$ cat src/rtl/reservation_station.sv
// ALU reservation station: buffers issued instructions, snoops the ALU/LSB result buses
// for pending source tags, and dispatches the lowest-index ready entry once per cycle.
module reservation_station #(
    parameter int RS_W   = 4,
    parameter int ROB_W  = 4,
    parameter int OP_W   = 6,
    parameter int DATA_W = 32
) (
    input  logic              clk_in,
    input  logic              rst_in,
    input  logic              rdy_in,
    input  logic              flush,
    output logic              rs_avail,
    output logic [RS_W-1:0]   rs_avail_pos,
    input  logic              rs_push,
    input  logic [RS_W-1:0]   rs_push_pos,
    input  logic [OP_W-1:0]   issue_op,
    input  logic [DATA_W-1:0] issue_imm,
    input  logic [DATA_W-1:0] issue_pc,
    input  logic [ROB_W-1:0]  issue_robpos,
    input  logic [DATA_W-1:0] issue_vj,
    input  logic              issue_qj,
    input  logic [DATA_W-1:0] issue_vk,
    input  logic              issue_qk,
    input  logic              alu_cdb_valid,
    input  logic [ROB_W-1:0]  alu_cdb_rob,
    input  logic [DATA_W-1:0] alu_cdb_val,
    input  logic              lsb_cdb_valid,
    input  logic [ROB_W-1:0]  lsb_cdb_rob,
    input  logic [DATA_W-1:0] lsb_cdb_val,
    output logic              alu_valid,
    output logic [OP_W-1:0]   alu_op,
    output logic [DATA_W-1:0] alu_vj,
    output logic [DATA_W-1:0] alu_vk,
    output logic [DATA_W-1:0] alu_imm,
    output logic [DATA_W-1:0] alu_pc,
    output logic [ROB_W-1:0]  alu_robpos
);

    localparam int RS_SIZE = 2 ** RS_W;

    logic [RS_SIZE-1:0] busy;
    logic [RS_SIZE-1:0] qj;
    logic [RS_SIZE-1:0] qk;
    logic [OP_W-1:0]    op     [RS_SIZE];
    logic [DATA_W-1:0]  imm    [RS_SIZE];
    logic [DATA_W-1:0]  pc     [RS_SIZE];
    logic [ROB_W-1:0]   robpos [RS_SIZE];
    logic [DATA_W-1:0]  vj     [RS_SIZE];
    logic [DATA_W-1:0]  vk     [RS_SIZE];

    logic [RS_SIZE-1:0] ready;
    logic               disp_any;
    logic [RS_W-1:0]    disp_pos;
    logic               push_ok;

    // {pending, value} after snooping both buses; per entry and for the incoming push
    logic [DATA_W:0]    j_nx [RS_SIZE];
    logic [DATA_W:0]    k_nx [RS_SIZE];
    logic [DATA_W:0]    push_j;
    logic [DATA_W:0]    push_k;

    // ALU bus is checked first so it wins when both buses carry the same tag
    function automatic logic [DATA_W:0] snoop(
        input logic              q,
        input logic [DATA_W-1:0] v,
        input logic              a_valid,
        input logic [ROB_W-1:0]  a_rob,
        input logic [DATA_W-1:0] a_val,
        input logic              l_valid,
        input logic [ROB_W-1:0]  l_rob,
        input logic [DATA_W-1:0] l_val
    );
        logic [DATA_W:0] res;
        res = {q, v};
        if (q && a_valid && v[ROB_W-1:0] == a_rob) begin
            res = {1'b0, a_val};
        end else if (q && l_valid && v[ROB_W-1:0] == l_rob) begin
            res = {1'b0, l_val};
        end
        return res;
    endfunction

    always_comb begin
        rs_avail     = ~&busy;
        rs_avail_pos = '0;
        for (int i = RS_SIZE - 1; i >= 0; i--) begin
            if (!busy[i]) rs_avail_pos = RS_W'(i);
        end
    end

    always_comb begin
        ready    = busy & ~qj & ~qk;
        disp_any = |ready;
        disp_pos = '0;
        for (int i = RS_SIZE - 1; i >= 0; i--) begin
            if (ready[i]) disp_pos = RS_W'(i);
        end
    end

    always_comb begin
        for (int i = 0; i < RS_SIZE; i++) begin
            j_nx[i] = snoop(qj[i], vj[i], alu_cdb_valid, alu_cdb_rob, alu_cdb_val,
                            lsb_cdb_valid, lsb_cdb_rob, lsb_cdb_val);
            k_nx[i] = snoop(qk[i], vk[i], alu_cdb_valid, alu_cdb_rob, alu_cdb_val,
                            lsb_cdb_valid, lsb_cdb_rob, lsb_cdb_val);
        end
        push_j = snoop(issue_qj, issue_vj, alu_cdb_valid, alu_cdb_rob, alu_cdb_val,
                       lsb_cdb_valid, lsb_cdb_rob, lsb_cdb_val);
        push_k = snoop(issue_qk, issue_vk, alu_cdb_valid, alu_cdb_rob, alu_cdb_val,
                       lsb_cdb_valid, lsb_cdb_rob, lsb_cdb_val);
        // a push onto an occupied slot can only happen when full; it is dropped
        push_ok = rs_push && !busy[rs_push_pos];
    end

    always_ff @(posedge clk_in) begin
        if (rst_in) begin
            busy       <= '0;
            alu_valid  <= 1'b0;
            alu_op     <= '0;
            alu_vj     <= '0;
            alu_vk     <= '0;
            alu_imm    <= '0;
            alu_pc     <= '0;
            alu_robpos <= '0;
        end else if (!rdy_in) begin
            alu_valid <= 1'b0;
        end else if (flush) begin
            busy      <= '0;
            alu_valid <= 1'b0;
        end else begin
            for (int i = 0; i < RS_SIZE; i++) begin
                if (busy[i]) begin
                    qj[i] <= j_nx[i][DATA_W];
                    vj[i] <= j_nx[i][DATA_W-1:0];
                    qk[i] <= k_nx[i][DATA_W];
                    vk[i] <= k_nx[i][DATA_W-1:0];
                end
            end

            alu_valid <= disp_any;
            if (disp_any) begin
                alu_op         <= op[disp_pos];
                alu_vj         <= vj[disp_pos];
                alu_vk         <= vk[disp_pos];
                alu_imm        <= imm[disp_pos];
                alu_pc         <= pc[disp_pos];
                alu_robpos     <= robpos[disp_pos];
                busy[disp_pos] <= 1'b0;
            end

            if (push_ok) begin
                busy[rs_push_pos]   <= 1'b1;
                op[rs_push_pos]     <= issue_op;
                imm[rs_push_pos]    <= issue_imm;
                pc[rs_push_pos]     <= issue_pc;
                robpos[rs_push_pos] <= issue_robpos;
                qj[rs_push_pos]     <= push_j[DATA_W];
                vj[rs_push_pos]     <= push_j[DATA_W-1:0];
                qk[rs_push_pos]     <= push_k[DATA_W];
                vk[rs_push_pos]     <= push_k[DATA_W-1:0];
            end
        end
    end

endmodule

$ cat config.mk
export PLATFORM = sky130hd
export DESIGN_NAME = reservation_station
export DESIGN_NICKNAME = d
export VERILOG_FILES = /design/src/rtl/reservation_station.sv
export SDC_FILE = /design/constraint.sdc
export NUM_CORES = 2
export LEC_CHECK = 0
export BUFFER_PORTS_ARGS = -buffer_cell sky130_fd_sc_hd__buf_2
export CORE_ASPECT_RATIO = 1.5
export CORE_MARGIN = 1.5
export CORE_UTILIZATION = 49
export CTS_CLUSTER_SIZE = 12
export DETAILED_ROUTE_END_ITERATION = 8
export PLACE_DENSITY_LB_ADDON = 0.12
export REMOVE_ABC_BUFFERS = 1
export SYNTH_ARGS = -nofsm -noshare
export SYNTH_HDL_FRONTEND = slang
export SYNTH_SLANG_ARGS = --single-unit
export TNS_END_PERCENT = 1
$ cat constraint.sdc
create_clock -name clk_in -period 7.5 [get_ports clk_in]
set_clock_uncertainty 0.1 [all_clocks]
set_input_delay 1.5 -clock clk_in [delete_from_list [all_inputs] [get_ports clk_in]]
set_output_delay 1.5 -clock clk_in [all_outputs]
set_load 0.05 [all_outputs]
==> flow_summary.rst <==
.. list-table::
   :header-rows: 1

   * - Metric
     - Value
   * - Detailed Route WL
     - 448000 um
   * - Largest family of logic cells by synthesized area
     - compound AO/OA/AOI/OAI gates
   * - Achievable frequency
     - 0.181 GHz
   * - First-pass detailed-route iteration total
     - 9
   * - Maximum fanout along the worst path
     - 70
   * - Type of the tightest min-delay check
     - register to register
   * - Core area
     - 233000 sq um
   * - Number of warnings issued by yosys
     - 0
   * - Violations in the final reports
     - DRC
   * - Reg2Reg Capture Point
     - alu_vk[20]
   * - Via/cell ratio
     - 7.23
   * - Type of the worst setup path
     - register to register
   * - Total power
     - 27.5 mW
   * - Overflow left after global routing
     - 0
   * - Slew headroom
     - 3.26%
   * - Height of the die
     - 596 um
   * - GR Layer Usage met3
     - 7.67%
   * - Total of endpoints with negative setup slack in the final report
     - 0
   * - Post-Synth XOR/XNOR Area
     - 1.50%
   * - Synth async-reset ratio
     - 0%
   * - CP Capture Type
     - register
   * - Post-route insts no fill
     - 12720
   * - Number of enable-type register cells in the synthesized netlist
     - 2240
   * - Setup repair after global routing missed its margin
     - false
   * - Met1 track demand over resource in global routing
     - 44.0%
   * - R2R cell count
     - 11
   * - Mux cell area share after synthesis
     - 6.07%
   * - Netlist cell types
     - 61
   * - Initial antenna violation count
     - 29
   * - Endpoint of the worst hold path
     - alu_imm[31]
   * - Start point of the worst min-delay path
     - alu_imm[31]
   * - Delay of the slowest critical-path stage
     - 790 ps
   * - Worst-case hold slack
     - 401 ps
   * - Number of cell rows
     - 217
   * - Die width
     - 398 um
   * - Setup repair bufs after CTS
     - 0
   * - Commonest non-fill, non-tap cells in the layout
     - edfxtp_1 (2240), a21oi_1 (1295), nand2_1 (1028)
   * - Number of cells on the worst hold path
     - 2
   * - Per-cell routed wire length
     - 35.3 um
   * - Most frequent standard cell in the layout excluding fill and tap cells
     - edfxtp_1
   * - Final number of hold-violating endpoints
     - 0
   * - Post-cts gate resize count
     - 0
   * - Leakage dissipation
     - 42.8 nW
   * - Synth Instances
     - 9727
   * - CTS tree
     - built
   * - Ratio of final minimum period to clock period
     - 73.7%
   * - First-pass GRT wire length
     - 629000 um
   * - CP max-delay cell
     - nor3b_1
   * - Instance count after placement with tap cells included
     - 12272
   * - Number of buffers added to fix hold violations after cts
     - 0
   * - Routed via count
     - 91902
   * - Least-Margin Pin Slew
     - 1440 ps
   * - H-tree lvl count
     - 4
   * - I/O Pins
     - 367
   * - Iteration-0 DRC Markers
     - 13251
   * - Via count of the first global-routing pass
     - 89042
   * - Longest Clk Path Bufs
     - 4
   * - Grt met2 use
     - 59.2%
   * - Number of remaining DRC errors
     - 3
   * - Post-Synthesis Cell Area
     - 115000 sq um
   * - Area share of and/or/nand/nor cells after synthesis
     - 7.26%
   * - Compound-cell area share of the yosys netlist
     - 19.5%
   * - Number of antenna-violating nets in the routed design
     - 0
   * - Layout cell share with drive strength beyond 1
     - 11.5%
   * - Primary flip-flop cell chosen by synthesis mapping
     - edfxtp_1
   * - Sink Count
     - 2395
   * - Status
     - finished, violations left
   * - Crit path required time
     - 8180 ps
   * - Crit-path cells
     - nor3b_1 -> nor2_1 -> a21oi_1 -> a21oi_4 -> buf_4 -> nor2_4 -> buf_4 -> buf_12 -> mux2i_1 -> o22ai_1 -> o31a_1
   * - Post-DP HPWL
     - 255000 um
   * - Avg Inst Size Synth
     - 11.8 sq um
   * - Crit path time final
     - 5530 ps
   * - Overall global routing resource usage
     - 36.6%
   * - Area grow syn2layout
     - 10.6%
   * - Clock Pin Slew Worst Setup and Hold Paths
     - 60 ps
   * - Power per cell area
     - 216 nW/um^2
   * - Highest ir drop seen on vdd
     - 0.206 mV
   * - Share of the yosys chip area belonging to registers
     - 61.3%
   * - Clock latency of the later-clocked register in the worst-skew pair
     - 920 ps
   * - Arrival time of the worst setup path
     - 6210 ps
   * - Inserted Clock Buffers
     - 239
   * - Setup slack, reg-to-reg
     - 1970 ps
   * - Weighted congestion at the end of routability-driven global placement
     - 0.961
   * - Number of flip-flops and latches in the synthesized netlist
     - 2395
   * - Most heavily used metal layer in global routing
     - met2
   * - Most frequent CP cell
     - buf_4
   * - Adder and majority cell fraction of the synthesized area
     - 0%
   * - Port-buffer cells
     - 366
   * - Starting utilization of the core area
     - 49.3%
   * - Max-capacitance violation count
     - 0
   * - Largest net degree at the start of global routing
     - 187
   * - DIE AREA
     - 237000 sq um
   * - Total number of nets in the final design
     - 9670
   * - Reg-to-Reg Start
     - busy[7]
   * - Final-layout fill cell count
     - 19531
   * - Max-slew violation total from the final report
     - 0
   * - Clock root buffer
     - clkbuf_16
   * - Worst setup SP type
     - register
[critical path, delay by kind of cell, from the launching register on]
family	cells	cell delay, ps
multiplexers	1	260
AND/OR/NAND/NOR	3	1660
buffers and inverters	3	1120
flip-flops	1	750
AO/OA/AOI/OAI	4	1330
[through the flow]
step | setup slack [ps] | util, % | cell area [sq um] | setup TNS (ps)
6_report | 1970 | 54.5 | 127000 | 0
4_1_cts | 2480 | 54.5 | 127000 | 0
2_1_floorplan | -24930 | - | 110000 | -6527250
3_5_place_dp | 1550 | 51.4 | 120000 | 0
5_1_grt | 2090 | 54.5 | 127000 | 0
3_3_place_gp | 1700 | 51.4 | 120000 | 0
[per-layer routing]
metal	vias up	share of wire, %
li1	37523	-
met1	45310	35
met2	7023	47
met3	2032	11
met4	14	7.8
met5	-	0.022
[how the worst max path moves through the flow]
stage | endpoint | slack, ps | from
floorplan | alu_vk[29] | -24930 | qj[15]
global placement | vj[11][21] | 1700 | rs_push_pos[0]
detailed placement | vj[8][10] | 1550 | rs_push_pos[0]
CTS | alu_vk[21] | 2480 | busy[7]
global route | alu_vk[20] | 2090 | busy[7]
finish | alu_vk[20] | 1970 | busy[7]
[state kept, by name, summed over array words and instances (netlist names)]
name        flops
alu_robpos      4
vk            512
imm           512
alu_op          6
busy           16
qj             16
alu_vk         32
pc            512
robpos         64
qk             16
alu_valid       1
alu_pc         32
vj            512
op             96
alu_vj         32
alu_imm        32
[cell families after synthesis]
kind of cell	after synthesis
compound gates	3286
flops	2395
simple gates	1917
buf+inv	1243
mux	689
xor+xnor	197
[cell usage after synthesis, types with 13 or more instances]
cell / number / area (sq um)
dfxtp_1: 155 / 3100
a211oi_1: 70 / 526
o221ai_1: 26 / 228
buf_2: 223 / 1120
nor3b_1: 13 / 97.6
nor3_1: 52 / 260
a211o_1: 18 / 158
nand2b_1: 18 / 113
nand3_1: 88 / 440
nand4_1: 18 / 113
nand2_1: 1037 / 3890
or4_1: 101 / 758
xnor2_1: 57 / 499
edfxtp_1: 2240 / 67300
a21o_1: 62 / 465
o31a_1: 105 / 920
buf_1: 114 / 428
a31oi_1: 18 / 113
mux2i_1: 683 / 6840
a221oi_1: 877 / 7680
a22oi_1: 22 / 165
nor4_1: 49 / 307
a221o_1: 102 / 1020
xor2_1: 140 / 1230
nor2_1: 430 / 1610
o22ai_1: 249 / 1560
o21ai_0: 136 / 681
o2111ai_1: 14 / 123
a311o_1: 47 / 470
a311oi_1: 33 / 289
inv_1: 48 / 180
nor2b_1: 22 / 138
and3_1: 65 / 407
clkbuf_1: 836 / 3140
a21oi_1: 1332 / 6670
o31ai_1: 128 / 961
[power breakdown]
group	internal (mW)	switching [mW]	leakage (nW)
sequential	14.6	0.0245	22.0
combinational	0.308	1.02	17.3
clock	6.35	5.19	3.46
[area by class of cell]
cell class              count  area [sq um]  area share (%)
clock inverters            33           409           0.322
well taps                3066          3840            3.02
diodes                     18          45.0          0.0355
repair buffers            662          4810            3.79
flip-flops and latches   2395         70400            55.4
clock buffers             397          6780            5.33
multi-input cells        6089         40500            31.9
inverters                  60           293           0.230
(Power assumes the default switching activity.)
